File: config.mk
export PLATFORM = sky130hd
export DESIGN_NAME = watch_set_ctrl
export DESIGN_NICKNAME = d
export VERILOG_FILES = /design/src/rtl/watch_set_ctrl.sv
export SDC_FILE = /design/constraint.sdc
export NUM_CORES = 1
export LEC_CHECK = 0
export CORE_MARGIN = 1.5
export CORE_UTILIZATION = 62
export DETAILED_ROUTE_END_ITERATION = 16
export PLACE_DENSITY = 0.89
export SLEW_MARGIN = 20
export SYNTH_ARGS = -nofsm -noshare
export SYNTH_HDL_FRONTEND = slang
export SYNTH_SLANG_ARGS = --single-unit
export TNS_END_PERCENT = 50
File: constraint.sdc
create_clock -name clk -period 18.66 [get_ports clk]
set_input_delay 3.732 -clock clk [delete_from_list [all_inputs] [get_ports clk]]
set_output_delay 3.732 -clock clk [all_outputs]
set_load 0.01 [all_outputs]
File: src/rtl/watch_set_ctrl.sv
`default_nettype none
// +----------------------------------------------------------------------+
// | watch_set_ctrl: button-driven time-setting controller; edits a shadow |
// | copy of the live time and commits it with a one-cycle set_time.      |
// | Optional edit timeout: WATCH_SET_TIMEOUT_EN                          |
// | Revision: 1.0                                                         |
// +----------------------------------------------------------------------+
module watch_set_ctrl #(
   parameter int TIMEOUT_S = 30
) (
   input  logic        clk,
   input  logic        rst,
   input  logic        clk1sec,
   input  logic        btn_mode,
   input  logic        btn_next,
   input  logic        btn_up,
   input  logic        btn_down,
   input  logic [11:0] cur_year,
   input  logic [7:0]  cur_month,
   input  logic [7:0]  cur_day,
   input  logic [7:0]  cur_hour,
   input  logic [7:0]  cur_minute,
   input  logic [7:0]  cur_second,
   output logic [51:0] bin_time,
   output logic        set_time,
   output logic        editing,
   output logic [2:0]  edit_field,
   output logic        blink
);

   typedef enum logic [1:0] {
      S_IDLE   = 2'd0,
      S_EDIT   = 2'd1,
      S_COMMIT = 2'd2
   } state_t;

   localparam logic [2:0] c_FLD_YEAR   = 3'd0;
   localparam logic [2:0] c_FLD_MONTH  = 3'd1;
   localparam logic [2:0] c_FLD_DAY    = 3'd2;
   localparam logic [2:0] c_FLD_HOUR   = 3'd3;
   localparam logic [2:0] c_FLD_MINUTE = 3'd4;
   localparam logic [2:0] c_FLD_SECOND = 3'd5;

   state_t      r_state, w_state_nxt;
   logic [2:0]  r_field, w_field_nxt;
   logic [11:0] r_year, w_year_nxt;
   logic [7:0]  r_month, r_day, r_hour, r_minute, r_second;
   logic [7:0]  w_month_nxt, w_day_nxt, w_hour_nxt, w_minute_nxt, w_second_nxt;
   logic [7:0]  w_cap_month, w_cap_mday, w_mday, w_new_mday;
   logic        r_set, r_editing, r_blink;

`ifdef WATCH_SET_TIMEOUT_EN
   localparam logic [7:0] c_TMO = 8'(TIMEOUT_S);
   logic [7:0]  r_tmo, w_tmo_nxt;
   logic        w_any_btn;
`else
   localparam int c_unused_timeout = TIMEOUT_S;
`endif

   function automatic logic [7:0] f_max_day(input logic [7:0] mon, input logic [11:0] yr);
      logic leap;
      leap = (((yr % 12'd4) == 12'd0) && ((yr % 12'd100) != 12'd0)) || ((yr % 12'd400) == 12'd0);
      case (mon)
         8'd2:                    f_max_day = leap ? 8'd29 : 8'd28;
         8'd4, 8'd6, 8'd9, 8'd11: f_max_day = 8'd30;
         default:                 f_max_day = 8'd31;
      endcase
   endfunction

   always_comb begin
      w_state_nxt  = r_state;
      w_field_nxt  = r_field;
      w_year_nxt   = r_year;
      w_month_nxt  = r_month;
      w_day_nxt    = r_day;
      w_hour_nxt   = r_hour;
      w_minute_nxt = r_minute;
      w_second_nxt = r_second;
      w_cap_month  = (cur_month == 8'd0 || cur_month > 8'd12) ? 8'd1 : cur_month;
      w_cap_mday   = f_max_day(w_cap_month, cur_year);
      w_mday       = f_max_day(r_month, r_year);
      case (r_state)
         S_IDLE: begin
            if (btn_mode) begin
               w_state_nxt  = S_EDIT;
               w_field_nxt  = c_FLD_YEAR;
               w_year_nxt   = cur_year;
               w_month_nxt  = w_cap_month;
               w_day_nxt    = (cur_day == 8'd0 || cur_day > w_cap_mday) ? 8'd1 : cur_day;
               w_hour_nxt   = (cur_hour > 8'd23) ? 8'd0 : cur_hour;
               w_minute_nxt = (cur_minute > 8'd59) ? 8'd0 : cur_minute;
               w_second_nxt = (cur_second > 8'd59) ? 8'd0 : cur_second;
            end
         end
         S_EDIT: begin
            if (btn_mode) begin
               w_state_nxt = S_IDLE;
            end else if (btn_next) begin
               if (r_field == c_FLD_SECOND) w_state_nxt = S_COMMIT;
               else                         w_field_nxt = r_field + 3'd1;
            end else if (btn_up || btn_down) begin
               // btn_up selects the direction; it outranks a coincident btn_down
               case (r_field)
                  c_FLD_YEAR:   w_year_nxt = btn_up ? ((r_year >= 12'd4095) ? 12'd1 : r_year + 12'd1)
                                                    : ((r_year <= 12'd1) ? 12'd4095 : r_year - 12'd1);
                  c_FLD_MONTH:  w_month_nxt = btn_up ? ((r_month >= 8'd12) ? 8'd1 : r_month + 8'd1)
                                                     : ((r_month <= 8'd1) ? 8'd12 : r_month - 8'd1);
                  c_FLD_DAY:    w_day_nxt = btn_up ? ((r_day >= w_mday) ? 8'd1 : r_day + 8'd1)
                                                   : ((r_day <= 8'd1) ? w_mday : r_day - 8'd1);
                  c_FLD_HOUR:   w_hour_nxt = btn_up ? ((r_hour >= 8'd23) ? 8'd0 : r_hour + 8'd1)
                                                    : ((r_hour == 8'd0) ? 8'd23 : r_hour - 8'd1);
                  c_FLD_MINUTE: w_minute_nxt = btn_up ? ((r_minute >= 8'd59) ? 8'd0 : r_minute + 8'd1)
                                                      : ((r_minute == 8'd0) ? 8'd59 : r_minute - 8'd1);
                  c_FLD_SECOND: w_second_nxt = btn_up ? ((r_second >= 8'd59) ? 8'd0 : r_second + 8'd1)
                                                      : ((r_second == 8'd0) ? 8'd59 : r_second - 8'd1);
                  default: ;
               endcase
            end
         end
         S_COMMIT: w_state_nxt = S_IDLE;
         default:  w_state_nxt = S_IDLE;
      endcase
      // A year/month change can leave the day past the new month's end
      w_new_mday = f_max_day(w_month_nxt, w_year_nxt);
      if (r_state == S_EDIT && w_day_nxt > w_new_mday) w_day_nxt = w_new_mday;
`ifdef WATCH_SET_TIMEOUT_EN
      w_any_btn = btn_mode | btn_next | btn_up | btn_down;
      w_tmo_nxt = 8'd0;
      if (r_state == S_EDIT && !w_any_btn && clk1sec) begin
         if (r_tmo + 8'd1 >= c_TMO) w_state_nxt = S_IDLE;
         else                       w_tmo_nxt   = r_tmo + 8'd1;
      end
`endif
   end

   always_ff @(posedge clk) begin
      if (rst) begin
         r_state   <= S_IDLE;
         r_field   <= c_FLD_YEAR;
         r_set     <= 1'b0;
         r_editing <= 1'b0;
         r_blink   <= 1'b0;
         r_year    <= 12'd2021;
         r_month   <= 8'd12;
         r_day     <= 8'd31;
         r_hour    <= 8'd23;
         r_minute  <= 8'd59;
         r_second  <= 8'd50;
`ifdef WATCH_SET_TIMEOUT_EN
         r_tmo     <= 8'd0;
`endif
      end else begin
         r_state   <= w_state_nxt;
         r_field   <= (w_state_nxt == S_IDLE) ? c_FLD_YEAR : w_field_nxt;
         r_set     <= (w_state_nxt == S_COMMIT);
         r_editing <= (w_state_nxt != S_IDLE);
         if (w_state_nxt == S_IDLE)               r_blink <= 1'b0;
         else if (r_state == S_EDIT && clk1sec)   r_blink <= ~r_blink;
         r_year    <= w_year_nxt;
         r_month   <= w_month_nxt;
         r_day     <= w_day_nxt;
         r_hour    <= w_hour_nxt;
         r_minute  <= w_minute_nxt;
         r_second  <= w_second_nxt;
`ifdef WATCH_SET_TIMEOUT_EN
         r_tmo     <= w_tmo_nxt;
`endif
      end
   end

   assign bin_time   = {r_year, r_month, r_day, r_hour, r_minute, r_second};
   assign set_time   = r_set;
   assign editing    = r_editing;
   assign edit_field = r_field;
   assign blink      = r_blink;

endmodule
`default_nettype wire

=== After elaboration in Yosys (flattened, before gate mapping) ===
Cells that the tools add are included.

* $add $sub $neg: 13
* Divide/modulo/power cells: 6
* $lt $le $gt $ge: 15
* Equal/unequal tests: 31
* Mux-type cells: 76
* Bitwise gates (word level): 1
* Reduce and logical (&&, ||, !) cells: 38

{| class="wikitable"
|+ Operator list
! cell !! number
|-
| $mux 8 || 46
|-
| $mux 12 || 8
|-
| $pmux 8 s2 || 5
|-
| $logic_not 12->1 || 6
|-
| $eq 8x3->1 const B || 6
|-
| $eq 8x4->1 const B || 6
|-
| $add 8x1->8 const B || 5
|-
| $logic_not 8->1 || 5
|-
| $sub 8x1->8 const B || 5
|-
| $mod 12x7->12 const B || 3
|-
| $mod 12x9->12 const B || 3
|-
| $reduce_bool 12->1 || 3
|-
| $eq 8x2->1 const B || 3
|-
| $pmux 12 s2 || 1
|-
| $reduce_and 6->1 || 3
|-
| $ge 8x6->1 const B || 2
|-
| $gt 8x6->1 const B || 2
|-
| $gt 8x8->1 || 2
|-
| $le 8x1->1 const B || 2
|-
| $pmux 2 s2 || 4
|-
| $ne 2x2->1 const B || 7
|-
| $add 12x1->12 const B || 1
|-
| $ge 12x12->1 const B || 1
|-
| $le 12x1->1 const B || 1
|-
| 26 further kinds || 50
|}

* Bits in registers: 60
* Bits of input ports: 59
* Output and inout port bits: 58

=== Depth between registers and ports, before layout ===
* Depth after elaboration: 17
* Mapped depth: 36
* Mapped depth without buffers: 34

=== Least setup slack after synthesis ===
OpenSTA, ideal clock, no wires.

* Kind: input-to-reg
* From: in cur_year[8]
* To: reg r_day[0]
* Setup time: 0.083 ns
* Data arrival time: 10.233 ns
* Required time: 18.577 ns
* Slack: 8.344 ns
* Stages on the path: 34
* Path buffers: 1
* Cell sequence: clkbuf_1 > or3_1 > a32oi_1 > xnor2_1 > o211a_1 > or3_1 > a21oi_1 > o22ai_1 > nand2_1 > maj3_1 > a21oi_1 > maj3_1 > a21oi_1 > o41ai_1 > or3_1 > a21oi_1 > a22oi_1 > o41ai_1 > a22oi_1 > ha_1 > inv_1 > a21oi_1 > a211oi_1 > a211oi_1 > a221oi_1 > nand3_1 > o21a_1 > ha_1 > nand2_1 > o21ai_0 > nor4_1 > o21ai_0 > or2_2 > o221ai_1

* Word-level cells in the longest chain between the ends: 14
* Elaborated cells on any way between the ends: 26

{| class="wikitable"
|+ Ends and longest elaborated chain
! item !! RTL line !! source
|-
| from (decl) || 18 || <nowiki>input logic [11:0] cur_year,</nowiki>
|-
| $mod 12x7->12 || 62 || <nowiki>leap = (((yr % 12'd4) == 12'd0) && ((yr % 12'd100) != 12'd0)) || ((yr % 12'd400) == 12'd0);</nowiki>
|-
| $reduce_bool 12->1 || 62 ||
|-
| $logic_and 1x1->1 || 62 ||
|-
| $logic_or 1x1->1 || 62 ||
|-
| $mux 1 || 64 || <nowiki>8'd2: f_max_day = leap ? 8'd29 : 8'd28;</nowiki>
|-
| $pmux 2 s2 || 63 || <nowiki>case (mon)</nowiki>
|-
| $gt 8x8->1 || 89 || <nowiki>w_day_nxt = (cur_day == 8'd0 || cur_day > w_cap_mday) ? 8'd1 : cur_day;</nowiki>
|-
| $logic_or 1x1->1 || 89 ||
|-
| $mux 8 || 89 ||
|-
| $mux 8 || 84 || <nowiki>if (btn_mode) begin</nowiki>
|-
| $pmux 8 s2 || 82 || <nowiki>case (r_state)</nowiki>
|-
| $gt 8x8->1 || 125 || <nowiki>if (r_state == S_EDIT && w_day_nxt > w_new_mday) w_day_nxt = w_new_mday;</nowiki>
|-
| $logic_and 1x1->1 || 125 ||
|-
| $mux 8 * || 125 ||
|-
| to (signal assigned) || 161 || <nowiki>r_day <= w_day_nxt;</nowiki>
|-
| to (decl) || 47 || <nowiki>logic [7:0] r_month, r_day, r_hour, r_minute, r_second;</nowiki>
|}

Every way passes the cells marked *; elsewhere a longest branch is shown, timed or not.
A chain may end at the register's enable or synchronous reset.

=== Final worst setup path ===
* From: in btn_mode
* To: reg r_day[0]

* Word-level cells in the longest chain between the ends: 11
* Elaborated cells on any way between the ends: 27

{| class="wikitable"
|+ Ends and longest elaborated chain
! item !! RTL line !! source
|-
| from (decl) || 14 || <nowiki>input logic btn_mode,</nowiki>
|-
| $mux 12, on equally long branches || 96, 84 ||
|-
| $pmux 12 s2 || 82 ||
|-
| $mod 12x7->12 || 62 ||
|-
| $reduce_bool 12->1 || 62 ||
|-
| $logic_and 1x1->1 || 62 ||
|-
| $logic_or 1x1->1 || 62 ||
|-
| $mux 1 || 64 ||
|-
| $pmux 2 s2 || 63 ||
|-
| $gt 8x8->1 || 125 ||
|-
| $logic_and 1x1->1 || 125 ||
|-
| $mux 8 * || 125 ||
|}

Marked as above.

==> results.json <==
{
  "internal_power_uw": 387,
  "yosys_most_used_dff": "dfxtp_1",
  "synth_fa_ha_area_share_pct": 5.34,
  "drcViolationCount": 0,
  "start_util_pct": 63.8,
  "ant_nets": 0,
  "power_density_mw_per_mm2": 71.9,
  "rows": 42,
  "yosys.area_share.simple_pct": 29.7,
  "maxCapViolations": 0,
  "synth_top_area_share_pct": 14.2,
  "numPortBuffers": 116,
  "synth_xor_area_share_pct": 4.18,
  "gr-total-overflow": 0,
  "wl_per_cell_um": 18.5,
  "post_cts_resize_count": 0,
  "grt_usage_pct": 36.4,
  "cts_buffers": 9,
  "placed_area_sq_mm": 0.00951,
  "die_width_um": 120,
  "cts_tree": "built",
  "clock_path_buffers": 2,
  "via_per_inst": 6.94,
  "yosysTopAreaCell": "dfxtp_1",
  "ys_warn_count": 0,
  "fin_worst_skew_ps": 10.1,
  "r2r_end": "r_day[0]",
  "combPwrFrac_pct": 54.1,
  "rsz0062_at_grt": "false",
  "arrival_ps": 12080,
  "dp_hpwl_um": 19200,
  "cp.required_ps": 18920,
  "status": "complete, no violations",
  "synth_top_family_by_area": "compound AO/OA/AOI/OAI gates",
  "critical_path_buf_inv_count": 1,
  "path_depth": 28,
  "cp-endpoint": "r_day[0]",
  "p_total_uw": 705,
  "finalInstanceArea_sq_mm": 0.00981,
  "antenna_found_initial": 1,
  "syn_avg_cell_area_sq_um": 6.85,
  "finalCritPeriodShare_pct": 63.4,
  "synth.cell_area_sq_mm": 0.00848,
  "cp_slowest_cell": "a311oi_2",
  "ys_ff_latch": 60,
  "critPathMaxStageDelay_ps": 900,
  "clk_latency_ps": 340,
  "drt_wl_total_um": 27200,
  "reg2regPathDepth": 27,
  "seq_power_share_pct": 23.0,
  "dr_total_vias": 10200,
  "grt_pass1_wl_um": 43600,
  "nets": 1382,
  "cts_setup_buffers": 0,
  "fmax_mhz": 84.6,
  "syn_nets": 1329,
  "critPathMaxFanout": 15,
  "cts_max_level": 3,
  "drv_slew": 0,
  "endpoint_kind": "register",
  "clk_pin_slew_worst_paths_ps": 60,
  "ys_types": 107,
  "ys_seq_area_share_pct": 14.2,
  "critical_path.top_delay_family": "compound AO/OA/AOI/OAI gates",
  "path_class": "in -> reg",
  "worstMarginPinSlew_ps": 1040,
  "leakage_uw": 0.00357,
  "hold_viol_final": 0,
  "switching_share_pct": 45.1,
  "startpoint": "btn_mode",
  "synth_cells": 1237,
  "synthMuxAreaShare_pct": 2.41,
  "drive_gt1_share_pct": 7.18,
  "ios": 117,
  "holdBufCountCts": 0,
  "first_pass_iters": 7,
  "synth-compound-area-share_pct": 37.5,
  "core-area_sq_mm": 0.0133,
  "grt_max_degree": 66,
  "drtIter0Drc": 1484,
  "area_delta_synth_final_pct": 15.6,
  "r2r-start": "r_year[4]",
  "die_area_sq_mm": 0.0144,
  "root_buffer": "clkbuf_16",
  "synth_edf_count": 0,
  "cts_num_sinks": 60,
  "gp_congestion": 1.02,
  "synthArstFlopShare_pct": 0,
  "slew_headroom_pct": 30.5,
  "ir_drop_mv": 0.0567,
  "hp-class": "reg -> reg",
  "rrSetupSlack_ps": 10100,
  "clkPwrFrac_pct": 22.9,
  "ys_top_cells_by_area": "dfxtp_1 (14%), a21oi_1 (6.7%), nor2_1 (5.8%)",
  "p_sw_uw": 318,
  "tns_ps": 0,
  "start_kind": "input pin",
  "setup_viol": 0,
  "first_global_vias": 9090,
  "die_h_um": 120,
  "fin_crit_ps": 11830
}
worst min-delay path, cell delays in order (launching register included):
cell     delay, ps
dfxtp_1        340
o21ai_0         80
a21oi_1         60
layout make-up:
cell class / count / area [sq um]
inverters: 45 / 169
fillers: 1095 / 3490
flip-flops and latches: 60 / 1200
repair buffers: 124 / 1220
clock buffers: 9 / 225
well taps: 176 / 220
clock inverters: 7 / 58.8
multi-input cells: 1050 / 6710
diodes: 1 / 2.50
metrics by stage:
step | utilization, % | cells | setup slack (ps) | hold WS, ps
detailed placement | 71.6 | 1455 | 6670 | 522
CTS | 73.7 | 1471 | 6970 | 532
global route | 73.7 | 1471 | 6320 | 548
global placement | 71.6 | 1455 | 7020 | 503
floorplan | - | 1237 | 8340 | 516
finish | 73.8 | 1472 | 6830 | 528
registers in the layout, summed over array words and instances, names as in the netlist:
signal / cells
blink: 1
r_second: 8
editing: 1
r_day: 8
r_minute: 8
r_hour: 8
r_month: 8
edit_field: 3
r_year: 12
r_state: 2
set_time: 1
Yosys cell counts, drive strengths merged (20+ instances only):
master,n
a31oi,21
inv,45
ha,33
and2,20
nand3,62
a21oi,117
o21ai,100
xnor2,23
nor2,134
clkbuf,49
nand2,117
buf,32
dfxtp,60
o211ai,31
nor3,42
logic make-up (layout without fill, tap and decap cells):
| kind of cell | Yosys count | count (layout) |
|---|---|---|
| mux | 18 | 18 |
| xor+xnor | 37 | 37 |
| buf+inv | 127 | 185 |
| other cells | 0 | 1 |
| compound gates | 453 | 453 |
| flops | 60 | 60 |
| fa+ha+maj | 37 | 37 |
| simple gates | 505 | 505 |
how the worst min path moves through the flow:
stage           startpoint          end  cells past startpoint
2_1_floorplan    r_hour[6]    r_hour[6]                      2
3_3_place_gp         blink        blink                      2
3_5_place_dp   r_second[6]  r_second[6]                      2
4_1_cts        r_second[7]  r_second[7]                      2
5_1_grt          r_hour[6]    r_hour[6]                      2
6_report       r_second[7]  r_second[7]                      2
layer usage:
layer	vias to the layer above	track usage [%]	wire length, um
li1	4776	-	-
met1	4677	48.9	11000
met2	651	57.4	12300
met3	118	6.08	2970
met4	0	15.8	917
met5	-	0	0
placed cells by master (no fill, tap or decap), types with 9 or more instances in the layout:
cell             synthesis  layout
nor2b_1                 12      11
a31oi_1                 20      20
nand2_1                117     117
a221oi_1                13      13
a22oi_1                 16      16
clkbuf_16                0       9
ha_1                    33      33
nor4_1                  18      18
nand2b_1                16      16
nand4_1                 13      13
a21oi_1                113     113
inv_1                   45      45
or2_2                   10      10
o21ai_0                 90      90
nor3_1                  39      38
or4_1                   11      11
clkdlybuf4s50_1          0     115
xor2_1                  12      12
and3_1                  11      11
dfxtp_1                 60      60
or3_1                   10      10
mux2i_1                 14      14
and2_1                  20      20
nand3_1                 62      62
o31ai_1                  9       9
nor2_1                 131     131
a211oi_1                13      13
xnor2_1                 22      22
o211ai_1                26      26
power by group through the flow:
stage / Sequential (uW) / Clock [uW] / Combinational (uW)
2_1_floorplan: 150 / 0 / 293
3_3_place_gp: 163 / 0 / 360
3_5_place_dp: 163 / 0 / 367
4_1_cts: 161 / 161 / 372
5_1_grt: 164 / 169 / 413
6_report: 162 / 162 / 382
No activity file was read; power rests on OpenSTA's default activity.
